File: src/rtl/bidi_count_monitor.sv
// Receive-side checker for a bidirectional counter stream: infers direction, locks onto the
// sequence, and flags step errors, direction changes and wraps. Optional irq under BDMON_IRQ_EN.
module bidi_count_monitor #(
    parameter int WIDTH      = 8,
    parameter int CNT_W      = 16,
    parameter int MISS_LIMIT = 3
) (
    input  logic             clk,
    input  logic             reset,
    input  logic             sample_en,
    input  logic [WIDTH-1:0] cnt_in,
    input  logic             clr,
    output logic             locked,
    output logic             dir,
    output logic             step_ok,
    output logic             err_pulse,
    output logic             dir_chg,
    output logic             wrap_pulse,
    output logic             lost,
    output logic [CNT_W-1:0] err_count,
    output logic [CNT_W-1:0] wrap_count,
    output logic             irq
);

    typedef enum logic [1:0] {IDLE, ACQ, LOCKED} state_t;

    localparam logic [3:0] MISS_LAST = 4'(MISS_LIMIT - 1);

    state_t           state_reg, state_next;
    logic [WIDTH-1:0] prev_reg;
    logic             dir_reg, dir_next;
    logic [3:0]       miss_reg, miss_next;
    logic             step_ok_reg, step_ok_next;
    logic             err_reg, err_next;
    logic             dir_chg_reg, dir_chg_next;
    logic             wrap_reg, wrap_next;
    logic             lost_reg, lost_next;
    logic [CNT_W-1:0] err_count_reg, wrap_count_reg;

    logic [WIDTH-1:0] up_val, down_val;
    logic             is_up, is_down, is_wrap;

    assign up_val   = prev_reg + 1'b1;
    assign down_val = prev_reg - 1'b1;
    assign is_up    = (cnt_in == up_val);
    assign is_down  = (cnt_in == down_val);
    assign is_wrap  = (is_up && (prev_reg == '1)) || (is_down && (prev_reg == '0));

    always_comb begin
        state_next   = state_reg;
        dir_next     = dir_reg;
        miss_next    = miss_reg;
        step_ok_next = 1'b0;
        err_next     = 1'b0;
        dir_chg_next = 1'b0;
        wrap_next    = 1'b0;
        lost_next    = 1'b0;
        if (sample_en) begin
            case (state_reg)
                IDLE: state_next = ACQ;
                ACQ: begin
                    if (is_up || is_down) begin
                        dir_next     = is_up;
                        state_next   = LOCKED;
                        step_ok_next = 1'b1;
                        wrap_next    = is_wrap;
                    end
                end
                LOCKED: begin
                    if (dir_reg ? is_up : is_down) begin
                        step_ok_next = 1'b1;
                        wrap_next    = is_wrap;
                        miss_next    = '0;
                    end else if (dir_reg ? is_down : is_up) begin
                        dir_next     = ~dir_reg;
                        dir_chg_next = 1'b1;
                        step_ok_next = 1'b1;
                        wrap_next    = is_wrap;
                        miss_next    = '0;
                    end else begin
                        err_next = 1'b1;
                        // Last tolerated miss drops lock and restarts acquisition
                        if (miss_reg == MISS_LAST) begin
                            lost_next  = 1'b1;
                            state_next = ACQ;
                            miss_next  = '0;
                        end else begin
                            miss_next = miss_reg + 1'b1;
                        end
                    end
                end
                default: state_next = IDLE;
            endcase
        end
    end

    always_ff @(posedge clk) begin
        if (reset) begin
            state_reg      <= IDLE;
            prev_reg       <= '0;
            dir_reg        <= 1'b1;
            miss_reg       <= '0;
            step_ok_reg    <= 1'b0;
            err_reg        <= 1'b0;
            dir_chg_reg    <= 1'b0;
            wrap_reg       <= 1'b0;
            lost_reg       <= 1'b0;
            err_count_reg  <= '0;
            wrap_count_reg <= '0;
        end else begin
            state_reg   <= state_next;
            dir_reg     <= dir_next;
            miss_reg    <= miss_next;
            step_ok_reg <= step_ok_next;
            err_reg     <= err_next;
            dir_chg_reg <= dir_chg_next;
            wrap_reg    <= wrap_next;
            lost_reg    <= lost_next;
            if (sample_en) begin
                prev_reg <= cnt_in;
            end
            // Clear wins over a same-cycle increment; tallies stick at all-ones
            if (clr) begin
                err_count_reg  <= '0;
                wrap_count_reg <= '0;
            end else begin
                if (err_next && (err_count_reg != '1)) begin
                    err_count_reg <= err_count_reg + 1'b1;
                end
                if (wrap_next && (wrap_count_reg != '1)) begin
                    wrap_count_reg <= wrap_count_reg + 1'b1;
                end
            end
        end
    end

    assign locked     = (state_reg == LOCKED);
    assign dir        = dir_reg;
    assign step_ok    = step_ok_reg;
    assign err_pulse  = err_reg;
    assign dir_chg    = dir_chg_reg;
    assign wrap_pulse = wrap_reg;
    assign lost       = lost_reg;
    assign err_count  = err_count_reg;
    assign wrap_count = wrap_count_reg;

`ifdef BDMON_IRQ_EN
    logic irq_reg;

    always_ff @(posedge clk) begin
        if (reset) begin
            irq_reg <= 1'b0;
        end else if (clr) begin
            irq_reg <= 1'b0;
        end else if (err_next || lost_next) begin
            irq_reg <= 1'b1;
        end
    end

    assign irq = irq_reg;
`else
    assign irq = 1'b0;
`endif

endmodule

File: config.mk
export PLATFORM = sky130hd
export DESIGN_NAME = bidi_count_monitor
export DESIGN_NICKNAME = d
export VERILOG_FILES = /design/src/rtl/bidi_count_monitor.sv
export SDC_FILE = /design/constraint.sdc
export NUM_CORES = 1
export LEC_CHECK = 0
export BUFFER_PORTS_ARGS = -buffer_cell sky130_fd_sc_hd__buf_2
export CORE_UTILIZATION = 58
export CTS_BUF_LIST = sky130_fd_sc_hd__clkbuf_8
export DETAILED_ROUTE_END_ITERATION = 10
export PLACE_DENSITY = 0.82
export SYNTH_ARGS = -nofsm -noshare
export SYNTH_HDL_FRONTEND = slang
export SYNTH_SLANG_ARGS = --single-unit
File: constraint.sdc
create_clock -name clk -period 3.4 [get_ports clk]
set_clock_uncertainty 0.05 [all_clocks]
set_input_delay 0.68 -clock clk [delete_from_list [all_inputs] [get_ports clk]]
set_output_delay 0.68 -clock clk [all_outputs]
set_load 0.02 [all_outputs]
After elaboration in Yosys (flattened, before gate mapping)

Cells that the tools add are included.

Reduce and logical (&&, ||, !) cells: 16
Bitwise operators: 3
Mux-type cells: 28
Add/sub/neg operators: 5
Equal/unequal tests: 13

Operator list:

| cell                                                   | number |
|---|---|
| adder 16 x 1 -> 16 bit (second input constant)         | 2 |
| inequality test 16 bit (second input constant)         | 2 |
| 2-to-1 mux 1 bit                                       | 17 |
| == test 8 bit                                          | 2 |
| 2-to-1 mux 4 bit                                       | 3 |
| AND reduction 5 bit                                    | 2 |
| adder 8 x 1 -> 8 bit (second input constant)           | 1 |
| == test 8 bit (second input constant)                  | 1 |
| zero test 8 bit                                        | 1 |
| 2-to-1 mux 2 bit                                       | 4 |
| subtractor 8 x 1 -> 8 bit (second input constant)      | 1 |
| inequality test 2 bit (second input constant)          | 3 |
| case mux 1 bit (2 select lines)                        | 3 |
| case mux 2 bit (3 select lines)                        | 1 |
| OR reduction 5 bit                                     | 1 |
| adder 4 x 1 -> 4 bit (second input constant)           | 1 |
| == test 4 x 2 -> 1 bit (second input constant)         | 1 |
| logical AND 1 bit                                      | 4 |
| inequality test 2 x 1 -> 1 bit (second input constant) | 2 |
| OR reduction 2 bit                                     | 2 |
| OR reduction 4 bit                                     | 1 |
| NOT 1 bit                                              | 3 |
| == test 2 x 1 -> 1 bit (second input constant)         | 1 |
| == test 2 bit (second input constant)                  | 1 |
| 4 further kinds                                        | 5 |

Word-level logic and storage cells: 76
Flip-flop bits (word level): 52
Input port bits: 12

Depth between registers and ports, before layout

Gate-level depths: netlist of run 1.

Depth after elaboration: 9
Mapped depth: 11
Gate-level depth less buffers: 9

Least setup slack after synthesis of run 1

No wires, ideal clock.

Kind: register to register
Start point: register prev_reg[0]
End point: register wrap_count_reg[11] (netlist: wrap_count[11])
Setup time: 0.132 ns
Required time: 3.218 ns
Arrival time: 2.804 ns
Clock period less this slack: 2.986 ns
Stages on the path, launching flop included: 12
Path slack: 0.414 ns
Path through: dfxtp_1 -> inv_1 -> ha_1 -> or3b_1 -> or3_1 -> nor3_2 -> or4b_1 -> a211o_1 -> buf_2 -> buf_2 -> o21ai_0 -> a21oi_1

Cells in the longest elaborated chain, start to end: 9
Elaborated cells on any way between the ends: 18
Classes of those cells: 2 x add/sub; 3 x eq/ne; 7 x mux; 6 x reduce/logical

RTL lines:

| element                                                                  | line   | source |
|---|---|---|
| from (decl)                                                              | 30     | `logic [WIDTH-1:0] prev_reg;` |
| from (signal assigned)                                                   | 120    | `prev_reg <= cnt_in;` |
| adder 8 x 1 -> 8 bit / subtractor 8 x 1 -> 8 bit (equally long branches) | 43, 44 |  |
| == test 8 bit (on tied branches)                                         | 45, 46 |  |
| logical AND 1 bit                                                        | 47     | `assign is_wrap = (is_up && (prev_reg == '1)) \|\| (is_down && (prev_reg == '0));` |
| logical OR 1 bit                                                         | 47     |  |
| 2-to-1 mux 1 bit                                                         | 74     | `end else if (dir_reg ? is_down : is_up) begin` |
| 2-to-1 mux 1 bit                                                         | 70     | `if (dir_reg ? is_up : is_down) begin` |
| case mux 1 bit (2 select lines) *                                        | 59     | `case (state_reg)` |
| 2-to-1 mux 1 bit *                                                       | 58     | `if (sample_en) begin` |
| logical AND 1 bit *                                                      | 130    | `if (wrap_next && (wrap_count_reg != '1)) begin` |
| to (signal assigned)                                                     | 131    | `wrap_count_reg <= wrap_count_reg + 1'b1;` |
| to (decl)                                                                | 38     | `logic [CNT_W-1:0] err_count_reg, wrap_count_reg;` |

Every way passes the cells marked *; elsewhere a longest branch is shown, timed or not.
A chain may end at the register's enable or synchronous reset.

Final worst setup path of run 1

Start point: register prev_reg[1]
End point: register wrap_count_reg[5] (netlist: wrap_count[5])

Same word-level chain as after synthesis.

==> results of run 1 <==
## cell usage in the layout, fill, tap and decap left out, drive strengths merged, types with 2 or more instances in the layout
| cell type | instances |
|---|---|
| buf | 58 |
| nor3 | 9 |
| nand2 | 25 |
| nand4 | 6 |
| o31a | 5 |
| and2 | 4 |
| dfxtp | 52 |
| clkbuf | 5 |
| inv | 14 |
| nor4 | 8 |
| and3 | 8 |
| ha | 11 |
| xnor2 | 8 |
| and4 | 4 |
| a211oi | 2 |
| nand3 | 17 |
| xor2 | 7 |
| a21oi | 23 |
| nor2 | 30 |
| o31ai | 9 |
| or3 | 14 |
| o211ai | 3 |
| or3b | 2 |
| mux2i | 10 |
| o21a | 4 |
| or4 | 14 |
| o21bai | 3 |
| o21ai | 16 |
| o41ai | 3 |
| a31o | 3 |
| nor2b | 2 |
| and3b | 2 |
| or2 | 2 |
| a31oi | 2 |
| nand3b | 2 |
## power by group through the flow
stage                     Clock [W]  Combinational [W]  Sequential (W)
after detailed placement          0           0.000145        0.000647
after global routing       0.000375           0.000163        0.000635
after CTS                  0.000349           0.000146        0.000633
after global placement            0           0.000142        0.000646
final                      0.000336           0.000146        0.000633
after floorplan                   0           0.000115        0.000642
## layer usage
layer  wire, um  up-vias
li1           -     1435
met2       3210       61
met1       3080     1319
met3        192       12
met4        118        0
met5          0        -
## per-stage QoR
step | total power (W) | instances | cell area, um2 | hold slack, ns | util
after global routing | 0.00117 | 475 | 3380 | 0.465 | 0.697
after detailed placement | 0.000792 | 468 | 3300 | 0.433 | 0.680
after CTS | 0.00113 | 475 | 3380 | 0.446 | 0.697
final | 0.00112 | 475 | 3380 | 0.443 | 0.697
after floorplan | 0.000757 | 364 | 3000 | 0.402 | -
after global placement | 0.000788 | 468 | 3300 | 0.419 | 0.680
## worst max-delay path: cells and delay by family, from the launching register on
kind | cells | cell delay [ns]
AOI/OAI and AO/OA | 2 | 0.49
adders and majority gates | 1 | 0.20
buffers and inverters | 2 | 0.27
DFF | 1 | 0.38
and+or+nand+nor | 5 | 1.75
## how the worst max path moves through the flow
stage / slack (ns) / to / cells past startpoint
finish: 0.18 / wrap_count[5] / 10
global route: 0.003 / wrap_count[5] / 10
CTS: 0.13 / wrap_count[5] / 10
detailed placement: 0.13 / wrap_count[5] / 9
global placement: 0.17 / wrap_count[5] / 9
floorplan: 0.41 / wrap_count[11] / 11
## logic make-up after synthesis
kind of cell    after synthesis  synth area share
other cells                   1           0.00125
compound gates               86             0.192
fa+ha+maj                    12            0.0493
xor+xnor                     15            0.0438
mux                          10            0.0334
flops                        52             0.347
buf+inv                      35            0.0484
simple gates                153             0.285
## area by class of cell
cell class	count	area, um2
timing repair buffer	58	310
fill	398	1470
inverter	14	52.6
sequential	52	1040
tap	67	83.8
clock buffer	5	68.8
multi-input combinational	277	1810
clock inverter	2	12.5
==> results.txt, run 1 <==
Status - finished, final reports clean
Die span in x - 73.9 um
R2R cell count - 10
Sequential fraction of the synthesis area - 0.347
PnR worst setup slack - 0.181 ns
Core area - 0.00485 mm2
Die area - 0.00546 mm2
Most frequent cell after synthesis - dfxtp_1
CTS Root Cell - clkbuf_8
Longest Clk Path Bufs - 2
Post-CTS Resized - 0
Layout cells sized above 1 - 0.186
Clk_lat worst skew - 0.30 ns
Die span in y - 73.9 um
Actual slew at the worst max-slew pin - 0.781 ns
Post-CTS Setup Bufs - 0
Slowest-stage cell, CP - or4b_1
Max Freq - 0.311 GHz
Synth cell count leaders - dfxtp_1, nor2_1, nand2_1, a21oi_1, nand3_1
Post-synth net total - 387
Switching pwr - 0.000297 W
Sequential share of power - 0.568
P_int - 0.000819 W
Post-synth top area cell - dfxtp_1
Initial DRC count - 184
Reg-to-reg endpoint - wrap_count[5]
Number of synthesized register bits - 52
Yosys cell types - 60
Nets@finish - 431
Initial core utilization - 0.618
# H-tree levels - 2
Critical path capture point type - flop
Diodes inserted - 0
Vias/cell - 5.95
TNS Setup - 0 ns
Port bufs - 50
Clock period minus worst slack - 3.22 ns
Routability cong. - 0.893
Hold path depth - 2
Total Routed Length - 6600 um
Area contributors post-synth - dfxtp_1, ha_1, a21oi_1
Syn avg cell area - 8.23 um2
Area grow syn2layout - 12.8%
Max-slew violations - 0
DR pass1 iterations - 4
Element type at the critical path start - flop
Largest net degree at the start of global routing - 29
Clk slew on worst S/H paths - 0.09 ns
Worst min path class - reg2reg
Mapped Cells - 364
# hold bufs at CTS - 0
Final Setup Violations - 0
Worst Hold End - miss_reg[3]
Crit path from - prev_reg[1]
Min-Delay Startpoint - miss_reg[3]
Final antenna-violating net count - 0
Pwr per Cell Area - 330 mW/mm2
Global-route wire length before repair - 10,600 um
CTS tree - yes
Clock Sinks - 52
Top-area cell type share of the netlist area - 0.347
CP arrival - 3.40 ns
Worst path cell trace - inv_1 -> ha_1 -> or3b_1 -> or3_1 -> nor3_2 -> or4b_1 -> a211o_1 -> buf_4 -> or4_1 -> a21oi_1
Clock power share - 0.301
Setup CP Type - reg2reg
Met1 usage - 0.312
Gr usage total - 0.250
Num CTS Buffers - 5
Leakage power - 1.36 nW
Crit-path max FO - 19
Number of global-route vias before repair - 2,402
Crit path largest cell delay - 0.44 ns
Hpwl dp - 4700 um
Ys async rst share - 0
R2R setup slack - 0.18 ns
Slew headroom - 0.477
Pre-CTS worst setup slack - 0.131 ns
WL per Instance - 13.9 um
Max IR drop VDD - 0.000196 V
Main synth FF type - dfxtp_1
Top Ports - 52
Logic pwr share - 0.131
DRC - 0
M2 GR Usage - 0.421
Max-cap violations - 0
Yosys warns - 0
Initial antenna violation count - 0
Worst R2R Start - prev_reg[1]
Final Hold Fails - 0
Number of vias after detailed routing - 2,827
GR peak layer - met2
Worst path required time - 3.58 ns
Mapped Area - 0.00300 mm2
EDFF count, synth - 0
Final global-route overflow total - 0
Period utilization - 0.947
RSZ-0062 raised after global routing - false
Met3 usage - 0.0453
Sw Ratio - 0.266
FP Rows - 25
(Power assumes the default switching activity.)
==> inputs of run 2 (changes only) <==
==> constraint.sdc (replaced) <==
create_clock -name clk -period 3.44 [get_ports clk]
set_clock_uncertainty 0.05 [all_clocks]
set_input_delay 0.516 -clock clk [delete_from_list [all_inputs] [get_ports clk]]
set_output_delay 0.516 -clock clk [all_outputs]
set_load 0.02 [all_outputs]
==> run 2 against run 1 <==
Fmax fell by 0.79%. Register-to-register slack barely moved. First-iteration DRC count rose by 7.6%. Combinational power fell by 3%. Power rose by 1.7%. Via count rose by 0.42%. Final area fell by 0.15%. Sequential power fell by 0.6%. Final cell count fell by 0.21%. Critical endpoint is now wrap_count[14].
==> results.txt, run 2 (synthesis results as in run 1) <==
Vias/cell - 5.99 (was 5.95)
Pwr per Cell Area - 336 mW/mm2 (was 330 mW/mm2)
R2R setup slack - 0.20 ns (was 0.18 ns)
Gr usage total - 0.260 (was 0.250)
Worst path cell trace - inv_1 -> ha_1 -> or3b_1 -> or3_1 -> nor3_2 -> or4b_1 -> a211o_1 -> buf_4 -> or4_1 -> a21oi_1 (unchanged)
Commonest non-fill, non-tap cell in the layout - dfxtp_1 (unchanged)
Global-route wire length before repair - 11,100 um (was 10,600 um)
Overall power - 0.00113 W (was 0.00112 W)
DR pass1 iterations - 4 (unchanged)
Crit-path max FO - 14 (was 19)
Clk_lat worst skew - 0.31 ns (was 0.30 ns)
Seq. cell area - 0.00104 mm2 (about the same)
Clock Sinks - 52 (unchanged)
DRC - 0 (unchanged)
Leakage power - 1.36 nW (about the same)
# hold bufs at CTS - 0 (unchanged)
Diodes inserted - 0 (unchanged)
M2 GR Usage - 0.429 (was 0.421)
Met3 usage - 0.0494 (was 0.0453)
Layout cells sized above 1 - 0.182 (was 0.186)
Dpl cells - 466 (was 468)
CTS tree - yes (unchanged)
Max IR drop VDD - 0.000163 V (was 0.000196 V)
Initial DRC count - 198 (was 184)
WL per Instance - 14.1 um (was 13.9 um)
Non-filler instance count after layout - 474 (was 475)
Initial antenna violation count - 0 (unchanged)
Post-CTS Resized - 0 (unchanged)
Worst path required time - 3.62 ns (was 3.58 ns)
Setup CP Type - reg2reg (unchanged)
Die area - 0.00546 mm2 (unchanged)
Max Freq - 0.308 GHz (was 0.311 GHz)
Post-CTS Setup Bufs - 0 (unchanged)
Period utilization - 0.943 (was 0.947)
FP Rows - 25 (unchanged)
Crit path largest cell delay - 0.47 ns (was 0.44 ns)
Die span in x - 73.9 um (unchanged)
Core area - 0.00485 mm2 (unchanged)
Num CTS Buffers - 5 (unchanged)
Worst min path class - in2reg (was reg2reg)
Max-slew violations - 0 (unchanged)
Area grow syn2layout - 12.7% (was 12.8%)
CP arrival - 3.42 ns (was 3.40 ns)
Number of global-route vias before repair - 2,521 (was 2,402)
Final Hold Fails - 0 (unchanged)
Slowest-stage cell, CP - or4_1 (was or4b_1)
Final global-route overflow total - 0 (unchanged)
Longest Clk Path Bufs - 2 (unchanged)
Most frequent cells in the layout - dfxtp_1, buf_2, nor2_1 (unchanged)
Actual slew at the worst max-slew pin - 0.790 ns (was 0.781 ns)
Top Ports - 52 (unchanged)
Largest net degree at the start of global routing - 29 (unchanged)
PnR worst setup slack - 0.196 ns (was 0.181 ns)
Area of the multi-input gates - 0.00181 mm2 (unchanged)
GR peak layer - met2 (unchanged)
Clk slew on worst S/H paths - 0.09 ns (about the same)
Filler Cells Inserted - 430 (was 398)
RSZ-0062 raised after global routing - false (unchanged)
Total Routed Length - 6700 um (was 6600 um)
Delay-heaviest family, CP - simple AND/OR/NAND/NOR gates (unchanged)
# H-tree levels - 2 (unchanged)
Nets@finish - 429 (was 431)
Element type at the critical path start - flop (unchanged)
Max-cap violations - 0 (unchanged)
Worst path buffer plus inverter count - 2 (unchanged)
Status - finished, final reports clean (unchanged)
Die span in y - 73.9 um (unchanged)
Initial core utilization - 0.618 (unchanged)
CTS Root Cell - clkbuf_8 (unchanged)
Hpwl dp - 4890 um (was 4700 um)
Critical path capture point type - flop (unchanged)
Slew headroom - 0.472 (was 0.477)
Number of vias after detailed routing - 2,839 (was 2,827)
Routability cong. - 0.922 (was 0.893)
Met1 usage - 0.334 (was 0.312)
Pre-CTS worst setup slack - 0.215 ns (was 0.131 ns)
Clock period minus worst slack - 3.24 ns (was 3.22 ns)
Port bufs - 50 (unchanged)
Final antenna-violating net count - 0 (unchanged)
Final Setup Violations - 0 (unchanged)
TNS Setup - 0 ns (unchanged)
==> run 2: per-stage QoR <==
stage | util | hold slack (ns) | area, um2
2_1_floorplan | - | 0.402 | 3000
3_3_place_gp | 0.677 | 0.422 | 3280
3_5_place_dp | 0.677 | 0.430 | 3280
4_1_cts | 0.696 | 0.415 | 3380
5_1_grt | 0.696 | 0.441 | 3380
6_report | 0.696 | 0.417 | 3380
==> run 2: path summary, 6_finish.rpt <==
kind	from	endpoint	depth (start not counted)
worst min register to register	wrap_count[8]	wrap_count[8]	2
worst max-delay path	prev_reg[1]	wrap_count[14]	10
worst max register to register	prev_reg[1]	wrap_count[14]	10
worst min-delay path	cnt_in[0]	prev_reg[0]	3
==> run 2: cell type report <==
class | count | area share
multi-input combinational | 277 | 0.536
clock buffer | 6 | 0.0245
tap | 67 | 0.0248
inverter | 14 | 0.0156
clock inverter | 2 | 0.00297
sequential | 52 | 0.308
timing repair buffer | 56 | 0.0875
==> run 2: routing by layer <==
metal | routed length (um) | share of wire
met5 | 0 | 0
met4 | 108 | 0.016
met1 | 3070 | 0.46
met3 | 269 | 0.040
met2 | 3250 | 0.49
==> run 2: report_power, final <==
part	switching, W	leakage, nW	internal, W
clock network	0.000203	0.0510	0.000161
registers	0.0000175	0.421	0.000612
logic	0.0000830	0.891	0.0000579
total	0.000303	1.36	0.000831
==> run 2: tightest hold or removal path, delay by kind of cell <==
kind | cells | cell delay [ns]
buffers and inverters | 1 | 0.09
AND/OR/NAND/NOR | 1 | 0.07
multiplexers | 1 | 0.06
==> inputs of run 3 (changes only) <==
- CORE_UTILIZATION: 58 -> 63
- PLACE_DENSITY: 0.82 -> 0.88
- clock period: 3.44 -> 3.9 ns (I/O delays scaled with it)
==> run 3 against run 2 <==
The flow now finishes with violations (design-rule violations). Register-to-register slack better by 0.21 ns. Non-clock buffer count shrank 4. Clock power is 8.5% higher. Worst hold slack better by 0.020 ns. Combinational power fell by 11%. Worst setup slack improved by 0.21 ns. Critical endpoint unchanged. Largest power group unchanged. Highest routed layer unchanged.
==> results.txt, run 3 (synthesis results as in run 1) <==
RSZ-0062 raised after global routing - false (unchanged)
Final global-route overflow total - 0 (unchanged)
Commonest non-fill, non-tap cell in the layout - dfxtp_1 (unchanged)
Nets@finish - 425 (was 429)
Critical path capture point type - flop (unchanged)
Period utilization - 0.897 (was 0.943)
Die span in x - 71.0 um (was 73.9 um)
Post-CTS Resized - 0 (unchanged)
Post-CTS Setup Bufs - 0 (unchanged)
Pwr per Cell Area - 321 mW/mm2 (was 336 mW/mm2)
Area of the multi-input gates - 0.00181 mm2 (unchanged)
Reg-to-reg endpoint - wrap_count[14] (unchanged)
Core area - 0.00447 mm2 (was 0.00485 mm2)
Clk_lat worst skew - 0.32 ns (was 0.31 ns)
Die area - 0.00504 mm2 (was 0.00546 mm2)
WL per Instance - 14.6 um (was 14.1 um)
Leakage power - 1.35 nW (was 1.36 nW)
Hpwl dp - 4570 um (was 4890 um)
Number of vias after detailed routing - 2,864 (was 2,839)
DR pass1 iterations - 7 (was 4)
Clk slew on worst S/H paths - 0.10 ns (was 0.09 ns)
Actual slew at the worst max-slew pin - 0.753 ns (was 0.790 ns)
Routability cong. - 0.838 (was 0.922)
# hold bufs at CTS - 0 (unchanged)
Min-Delay Startpoint - miss_reg[3] (was cnt_in[0])
Longest Clk Path Bufs - 2 (unchanged)
Worst R2R Start - prev_reg[0] (was prev_reg[1])
Max-cap violations - 0 (unchanged)
# H-tree levels - 2 (unchanged)
Util after Layout - 0.749 (was 0.696)
Seq. cell area - 0.00104 mm2 (unchanged)
Top Ports - 52 (unchanged)
CTS tree - yes (unchanged)
TNS Setup - 0 ns (unchanged)
Final Hold Fails - 0 (unchanged)
Total Routed Length - 6640 um (was 6700 um)
Clock Sinks - 52 (unchanged)
Num CTS Buffers - 5 (unchanged)
Initial DRC count - 205 (was 198)
Worst Hold End - miss_reg[3] (was prev_reg[0])
Clock period minus worst slack - 3.50 ns (was 3.24 ns)
Element type at the critical path start - flop (unchanged)
CP arrival - 3.70 ns (was 3.42 ns)
Initial antenna violation count - 0 (unchanged)
Global-route wire length before repair - 11,300 um (was 11,100 um)
Design area - 0.00335 mm2 (was 0.00338 mm2)
Max-slew violations - 0 (unchanged)
Placed cell area - 0.00323 mm2 (was 0.00328 mm2)
Port bufs - 50 (unchanged)
FP Rows - 24 (was 25)
CTS Root Cell - clkbuf_8 (unchanged)
Final antenna-violating net count - 0 (unchanged)
R2R setup slack - 0.40 ns (was 0.20 ns)
R2R cell count - 9 (was 10)
Worst min path class - reg2reg (was in2reg)
DRC - 6 (was 0)
Setup CP Type - reg2reg (unchanged)
Number of global-route vias before repair - 2,520 (was 2,521)
Area grow syn2layout - 11.8% (was 12.7%)
Hold path depth - 2 (was 3)
Largest net degree at the start of global routing - 29 (unchanged)
Status - complete, but fails checks (was finished, final reports clean)
Vias/cell - 6.29 (was 5.99)
Final Setup Violations - 0 (unchanged)
Max Freq - 0.286 GHz (was 0.308 GHz)
Diodes inserted - 0 (unchanged)
Gr usage total - 0.278 (was 0.260)
Filler Cells Inserted - 356 (was 430)
Initial core utilization - 0.670 (was 0.618)
Crit-path max FO - 28 (was 14)
Max IR drop VDD - 0.000219 V (was 0.000163 V)
Most frequent cells in the layout - dfxtp_1, buf_2, nor2_1 (unchanged)
Slew headroom - 0.496 (was 0.472)
Failing checks - design-rule violations
Die span in y - 71.0 um (was 73.9 um)
Worst path required time - 4.10 ns (was 3.62 ns)
Layout cells sized above 1 - 0.174 (was 0.182)
run 3: changes by cell type in the layout (fill, tap and decap cells not counted):
cell        delta
buf_4          -4
clkinv_2       -2
bufinv_16      +1
clkbuf_8       -1
clkinvlp_4     +1
inv_6          +1
run 3: critical path: stages (launching register included):
cell and delay (ns):
dfxtp_1 0.40, inv_1 0.09, ha_1 0.22, or3b_1 0.41, or3_1 0.34, nor3_2 0.15, or4b_1 0.47, a211o_1 0.58
or4_1 0.57, a21oi_1 0.15
run 3: area by class of cell:
type / instances / share of cell area
clock inverter: 3 / 0.0138
timing repair buffer: 52 / 0.0792
tap: 52 / 0.0194
multi-input combinational: 277 / 0.541
sequential: 52 / 0.311
clock buffer: 5 / 0.0205
inverter: 14 / 0.0157
run 3: worst max path at each step:
| stage | startpoint | end | slack (ns) | depth (start not counted) |
|---|---|---|---|---|
| after floorplan | prev_reg[0] | wrap_count[11] | 0.91 | 11 |
| after global placement | cnt_in[5] | wrap_count[14] | 0.58 | 8 |
| after detailed placement | prev_reg[0] | wrap_count[14] | 0.46 | 9 |
| after CTS | prev_reg[0] | wrap_count[14] | 0.44 | 9 |
| after global routing | prev_reg[0] | wrap_count[14] | 0.22 | 9 |
| final | prev_reg[0] | wrap_count[14] | 0.40 | 9 |
run 3: report_power, final:
part	total (W)	internal (W)	switching [W]
Sequential	0.000556	0.000540	0.0000161
Combinational	0.000125	0.0000501	0.0000745
Clock	0.000395	0.000194	0.000201
Total	0.00108	0.000784	0.000292
run 3: stage by stage:
stage	hold WS [ns]	setup WS, ns	cells	power, W
5_1_grt	0.480	0.222	455	0.00112
4_1_cts	0.441	0.435	455	0.00107
3_5_place_dp	0.427	0.464	447	0.000688
3_3_place_gp	0.415	0.583	447	0.000684
2_1_floorplan	0.402	0.914	364	0.000660
6_report	0.437	0.403	455	0.00108
run 3: metal layers:
layer,up-vias,routed length (um),track usage
li1,1428,-,-
met1,1344,3020,0.356
met2,80,3170,0.468
met3,12,318,0.0513
met4,0,121,0.104
met5,-,0,0
